$ cat src/rtl/serial_add_pkg.sv
// Shared definitions for the bit-serial adder: FSM state encoding and default width.
package serial_add_pkg;

    // Default operand/sum width in bits (legal range 2..32).
    localparam int unsigned DEFAULT_WIDTH = 8;

    // Controller states; encoding 2'd3 is unreachable and recovers to ST_IDLE.
    typedef enum logic [1:0] {
        ST_IDLE = 2'd0,
        ST_RUN  = 2'd1,
        ST_DONE = 2'd2
    } state_e;

endpackage

$ cat src/rtl/FADDER.sv
// 1-bit full adder cell: s = x ^ y ^ z, c = majority(x, y, z).
module FADDER (
    output logic s,
    output logic c,
    input  logic x,
    input  logic y,
    input  logic z
);

    // Pure combinational sum and carry.
    always_comb begin
        s = x ^ y ^ z;
        c = (x & y) | (z & (x ^ y));
    end

endmodule

$ cat src/rtl/serial_add_ctrl.sv
// Bit-serial WIDTH-bit adder: feeds operand bits LSB-first through one FADDER,
// recirculates the carry through a flop and assembles the sum in a shift register.
module serial_add_ctrl
    import serial_add_pkg::*;
#(
    parameter int unsigned WIDTH = DEFAULT_WIDTH
) (
    input  logic             clk,
    input  logic             rst_n,
    input  logic             start,
    input  logic [WIDTH-1:0] a,
    input  logic [WIDTH-1:0] b,
    input  logic             cin,
    output logic             busy,
    output logic             done,
    output logic [WIDTH-1:0] sum,
    output logic             cout,
    output logic             ovf
);

    localparam int unsigned    CNT_W    = (WIDTH > 1) ? $clog2(WIDTH) : 1;
    localparam logic [CNT_W-1:0] CNT_LAST = CNT_W'(WIDTH - 1);

    state_e           state_q, state_d;
    logic [WIDTH-1:0] a_sh_q, b_sh_q;
    // Only the upper WIDTH-1 sum bits need storage: the final bit comes
    // straight from FADDER on the completing edge.
    logic [WIDTH-1:1] s_sh_q;
    logic             carry_q;
    logic [CNT_W-1:0] cnt_q;

    logic             load;
    logic             step;
    logic             finish;
    logic             fa_s;
    logic             fa_c;
    logic [WIDTH-1:0] sum_next;

    FADDER u_fadder (
        .s (fa_s),
        .c (fa_c),
        .x (a_sh_q[0]),
        .y (b_sh_q[0]),
        .z (carry_q)
    );

    // Newest FADDER sum bit enters at the MSB; after WIDTH steps the LSB lands at bit 0.
    assign sum_next = {fa_s, s_sh_q};

    // Next-state and status decode; unreachable encodings fall back to idle.
    always_comb begin
        state_d = state_q;
        load    = 1'b0;
        step    = 1'b0;
        finish  = 1'b0;
        busy    = 1'b0;
        done    = 1'b0;
        case (state_q)
            ST_IDLE: begin
                if (start) begin
                    load    = 1'b1;
                    state_d = ST_RUN;
                end
            end
            ST_RUN: begin
                busy = 1'b1;
                step = 1'b1;
                if (cnt_q == CNT_LAST) begin
                    finish  = 1'b1;
                    state_d = ST_DONE;
                end
            end
            ST_DONE: begin
                done    = 1'b1;
                state_d = ST_IDLE;
            end
            default: begin
                state_d = ST_IDLE;
            end
        endcase
    end

    // State register.
    always_ff @(posedge clk or negedge rst_n) begin
        if (!rst_n) begin
            state_q <= ST_IDLE;
        end else begin
            state_q <= state_d;
        end
    end

    // Operand shifters, carry recirculation flop and bit counter.
    always_ff @(posedge clk or negedge rst_n) begin
        if (!rst_n) begin
            a_sh_q  <= '0;
            b_sh_q  <= '0;
            s_sh_q  <= '0;
            carry_q <= 1'b0;
            cnt_q   <= '0;
        end else if (load) begin
            a_sh_q  <= a;
            b_sh_q  <= b;
            s_sh_q  <= '0;
            carry_q <= cin;
            cnt_q   <= '0;
        end else if (step) begin
            a_sh_q  <= {1'b0, a_sh_q[WIDTH-1:1]};
            b_sh_q  <= {1'b0, b_sh_q[WIDTH-1:1]};
            s_sh_q  <= sum_next[WIDTH-1:1];
            carry_q <= fa_c;
            cnt_q   <= cnt_q + CNT_W'(1);
        end
    end

    // Result registers update only on the completing edge, so no partial sums leak out.
    always_ff @(posedge clk or negedge rst_n) begin
        if (!rst_n) begin
            sum  <= '0;
            cout <= 1'b0;
            ovf  <= 1'b0;
        end else if (finish) begin
            sum  <= sum_next;
            cout <= fa_c;
            // carry_q here is the carry into the MSB.
            ovf  <= fa_c ^ carry_q;
        end
    end

endmodule

$ cat config.mk
export PLATFORM = sky130hd
export DESIGN_NAME = serial_add_ctrl
export DESIGN_NICKNAME = d
export VERILOG_FILES = /design/src/rtl/serial_add_pkg.sv /design/src/rtl/FADDER.sv /design/src/rtl/serial_add_ctrl.sv
export SDC_FILE = /design/constraint.sdc
export NUM_CORES = 1
export LEC_CHECK = 0
export CAP_MARGIN = 0
export CORE_ASPECT_RATIO = 1.5
export CORE_MARGIN = 2
export CORE_UTILIZATION = 52
export CTS_BUF_LIST = sky130_fd_sc_hd__clkbuf_16
export DETAILED_ROUTE_END_ITERATION = 12
export PLACE_DENSITY = 0.85
export SYNTH_ARGS = -nofsm -noshare
export SYNTH_HDL_FRONTEND = slang
export SYNTH_SLANG_ARGS = --single-unit
$ cat constraint.sdc
create_clock -name clk -period 1.92 [get_ports clk]
set_clock_uncertainty 0.05 [all_clocks]
set_input_delay 0.576 -clock clk [delete_from_list [all_inputs] [get_ports clk]]
set_output_delay 0.576 -clock clk [all_outputs]
set_load 0.02 [all_outputs]
# [Word-level counts from Yosys, hierarchy flattened]
# Cells that the tools add are included.
[word_totals] output_inout_bits=12 inputBits=20 ff_bits=39 elab_cells=43
[classes] bitwise=6 n_eq_ne=5 n_reduce_logical=3 muxes=19 n_addsub=1
[op_table] op="8-bit two-way mux" n=4
[op_table] op="7-bit two-way mux" n=2
[op_table] op="1-bit two-way mux" n=8
[op_table] op="3-bit two-way mux" n=2
[op_table] op="2-bit two-way mux" n=2
[op_table] op="2-bit inequality test (second input constant)" n=2
[op_table] op="2-bit one-hot mux with 2 select lines" n=1
[op_table] op="3-bit by 1-bit adder with 3-bit output (second input constant)" n=1
[op_table] op="3-bit == test (second input constant)" n=1
[op_table] op="1-bit bitwise XOR" n=3
[op_table] op="1-bit AND" n=2
[op_table] op="2-bit by 1-bit == test with 1-bit output (second input constant)" n=1
[op_table] op="2-bit == test (second input constant)" n=1
[op_table] op="2-bit logical NOT" n=1
[op_table] op="2-bit AND reduction" n=1
[op_table] op="2-bit nonzero test" n=1
[op_table] op="1-bit OR" n=1

# [Logic depth before layout (Yosys ltp)]
[logic_depth] ltp_word=5 depth_mapped=7 ltp_nobuf=5

# [Cells and area by module]
# Synthesis repeated with hierarchy kept, for this count alone.
[hier_totals] cells_unflattened=118 hier_area_um2=1725.4
[modules_own_cells] module="serial_add_ctrl" seq_area_each_um2=975.9 cells_per_inst=117 instances=1 area_per_inst_um2=1705.4
[modules_own_cells] module="FADDER" seq_area_each_um2=0.0 cells_per_inst=1 instances=1 area_per_inst_um2=20.0

# [Worst setup path after synthesis]
# OpenSTA, ideal clock, no wires.
[synth_timing] path_type="register to output" start="register state_q[1]" end="output done" t_required_ns=1.294 arrival_time_ns=1.022 slack_ns=0.272 n_path_buf=1 path_stages_with_launch=4 path_cell_list="dfrtp_1 -> bufinv_8 -> buf_2 -> nor2_1"
[synth_between] elab_chain_len=2
[synth_rtl] element="start: declaration" line_no="serial_add_ctrl.sv:24" text="state_e state_q, state_d;"
[synth_rtl] element="start signal: assignment" line_no="serial_add_ctrl.sv:88" text="state_q <= state_d;"
[synth_rtl] element="2-bit == test" line_no="serial_add_ctrl.sv:58" text="case (state_q)"
[synth_rtl] element="1-bit two-way mux" line_no="serial_add_ctrl.sv:58"
[synth_rtl] element="end: declaration" line_no="serial_add_ctrl.sv:15" text="output logic done,"
# No other way between the ends.

# [Worst setup path in the final report]
[layout_timing] start="register sum[5]" end="output sum[5]"
[layout_lines] element="start: declaration" line_no="serial_add_ctrl.sv:16" text="output logic [WIDTH-1:0] sum,"
[layout_lines] element="start signal: assignment" line_no="serial_add_ctrl.sv:122" text="sum <= sum_next;"
# No word-level cell between the ends.

==> results.cfg <==
[cts]
cts_sinks = 39
cts-root-buf = clkbuf_16
cts_tree = done
htreeDepth = 2
clk_latency_ns = 0.28
clk_pin_slew_ns = 0.05
numCtsBuffers = 5
cts_buffer_depth = 2

[pwr]
p_per_area_nw_per_um2 = 1660
p_comb_frac = 0.422
leakagePower_nw = 1.03
report.power.total_mw = 3.85
power.net_switching_mw = 1.31
p_clk_frac = 0.194
max-vdd-ir-drop_uv = 1070
swShare = 0.341
intPower_mw = 2.54
p_seq_frac = 0.383

[finish]
design_area_um2 = 2320
syn2layout_area_growth_pct = 24.9
layout_common_cells = 39 x dfrtp_1, 28 x clkdlybuf4s50_1, 17 x nor2_1, 11 x a21oi_1, 9 x a22o_1
layout-drive-gt1-share = 0.244
final_common_cell = dfrtp_1
n_antenna_cell = 0
final_nets = 204

[route]
vias_per_cell = 5.60
routedWlPerCell_um = 15.5
via_count = 1243
drt_pass1_iterations = 4
final_antenna_net_count = 0
drt-total-wl_mm = 3.44
drtIter0Drc = 30
drc = 0

[worst_setup_path]
crit_required_ns = 1.29
critPathBufInv = 1
slowest_delay_ns = 0.60
end_kind = output port
crit_path_cell_trace = clkdlybuf4s50_1
crit_path_max_fanout = 2
critPathArrivalTime_ns = 1.23
cp_slowest_cell = clkdlybuf4s50_1
critPathTopFamily = buffers and inverters
cp-start-kind = flop
path_class = reg -> out

[die]
boundaryPins = 32
row_count = 26
design.core.area_um2 = 3420
dieArea_um2 = 4070
initial_core_util = 0.543
die_width_um = 52.8
die_y_um = 77.1

[global_route]
grt_antenna_before_repair = 0
grtUsageTotal = 0.203
grt_pass1_vias = 1248
grt_pass1_wl_mm = 6.03
grt_max_degree = 25
grt_overflow = 0

[timing]
min_period_ns = 1.86
slew_headroom = 0.641
maxSlewViolCount = 0
worst_slew_pin_slew_ns = 0.538
timing.hold.ws_ns = 0.229
max_freq_mhz = 538
setup_viol = 0
rsz0062_at_grt = no
finalHoldViolations = 0
post-route-period-util = 0.968

[placed_design]
dp_hpwl_mm = 2.52
placed_area_um2 = 2190
io_buffers = 31
gp_congestion = 0.758

[synthesis]
syn-cell-area_um2 = 1850
synth_edf_count = 0
ys_ff_latch = 39
synth_nets = 167
ys_seq_area_frac = 0.526
ys_warn_count = 0
synthArstFlopShare = 1.00
netlist.area_leader.share = 0.526
synth_area_leader_cell = dfrtp_1
synth_flop_cell = dfrtp_1
syn_inst = 144
synth_area_leaders = dfrtp_1 53%, mux2_4 5.7%, a22o_1 4.3%
avgSynthCellArea_um2 = 12.9
ys_types = 31

[status]
run_status = completed

[job]
drv_cap = 0

[min_path]
hp-class = in -> async
[timing repair]
action,in CTS,in global routing
hold buffers,0,0
buffers inserted,0,0
gates resized for setup,4,1
endpoints found under the setup margin,2,1
[cells in the mapped netlist (3+ instances only)]
cell and n:
a21oi_1 11, a22o_1 9, buf_2 3, buf_6 5, dfrtp_1 39, inv_1 3
mux2_4 7, nand2_1 3, nor2_1 17, nor3_1 4, nor3_2 6, o22ai_1 7
o22ai_2 6
[metrics by stage]
| stage | std cells | setup slack, ns | TNS, ns | utilization |
|---|---|---|---|---|
| floorplan | 144 | 0.272 | 0 | - |
| global placement | 216 | 0.0222 | 0 | 0.642 |
| detailed placement | 216 | -0.00560 | -0.00560 | 0.642 |
| CTS | 222 | 0.0357 | 0 | 0.680 |
| global route | 222 | 0.0128 | 0 | 0.678 |
| finish | 222 | 0.0611 | 0 | 0.678 |
[path summary, 6_finish.rpt]
check	from	end	slack, ns	cells after the start
min in group clk	cnt_q[0]	cnt_q[0]	0.44	1
max in group asynchronous	rst_n	sum[7]	1.05	2
setup reg to reg	cnt_q[0]	sum[2]	0.34	4
setup / recovery	sum[5]	sum[5]	0.06	1
hold reg to reg	cnt_q[0]	cnt_q[0]	0.44	1
hold / removal	rst_n	s_sh_q[4]	0.23	1
[worst reg2reg max path: cells and delay by family (launching register included)]
kind                     cells  cell delay (ns)
multiplexers                 1             0.35
flip-flops                   1             0.40
adder cells (fa/ha/maj)      2             0.44
AND/OR/NAND/NOR              1             0.22
[cells by family (layout without fill, tap and decap cells)]
| kind of cell | count (synthesis) | in the layout | synth area share |
|---|---|---|---|
| compound gates | 39 | 39 | 0.171 |
| flops | 39 | 39 | 0.526 |
| simple gates | 37 | 37 | 0.133 |
| buf+inv | 16 | 52 | 0.0722 |
| mux | 9 | 9 | 0.0688 |
| fa+ha+maj | 3 | 3 | 0.0243 |
| xor+xnor | 1 | 1 | 0.00472 |
[routing by layer]
layer  routed length, um  track usage  vias to the layer above
met5                   0            0                        -
met3                 172       0.0545                        8
met1                1420        0.266                      598
met4                  87       0.0949                        0
met2                1760        0.309                       50
li1                    -            -                      587
[cell type report]
| class | instances | area (um2) |
|---|---|---|
| fillers | 259 | 1100 |
| flip-flops and latches | 39 | 976 |
| multi-input cells | 89 | 744 |
| repair buffers | 39 | 372 |
| clock buffers | 5 | 125 |
| well taps | 42 | 52.6 |
| inverters | 7 | 42.5 |
| clock inverters | 1 | 3.75 |
[state kept, by name (all words and copies together) (netlist names)]
| register | cells |
|---|---|
| s_sh_q | 7 |
| b_sh_q | 8 |
| sum | 8 |
| carry_q | 1 |
| a_sh_q | 8 |
| state_q | 2 |
| cnt_q | 3 |
| ovf | 1 |
| cout | 1 |
[power by group through the flow]
stage / clock network, mW / registers [mW] / logic [mW]
detailed placement: 0 / 1.49 / 1.63
CTS: 0.767 / 1.48 / 1.64
finish: 0.747 / 1.47 / 1.62
global placement: 0 / 1.46 / 1.56
global route: 0.793 / 1.52 / 1.77
floorplan: 0 / 1.51 / 1.16
Note: power is estimated with default switching activity, not from simulation.
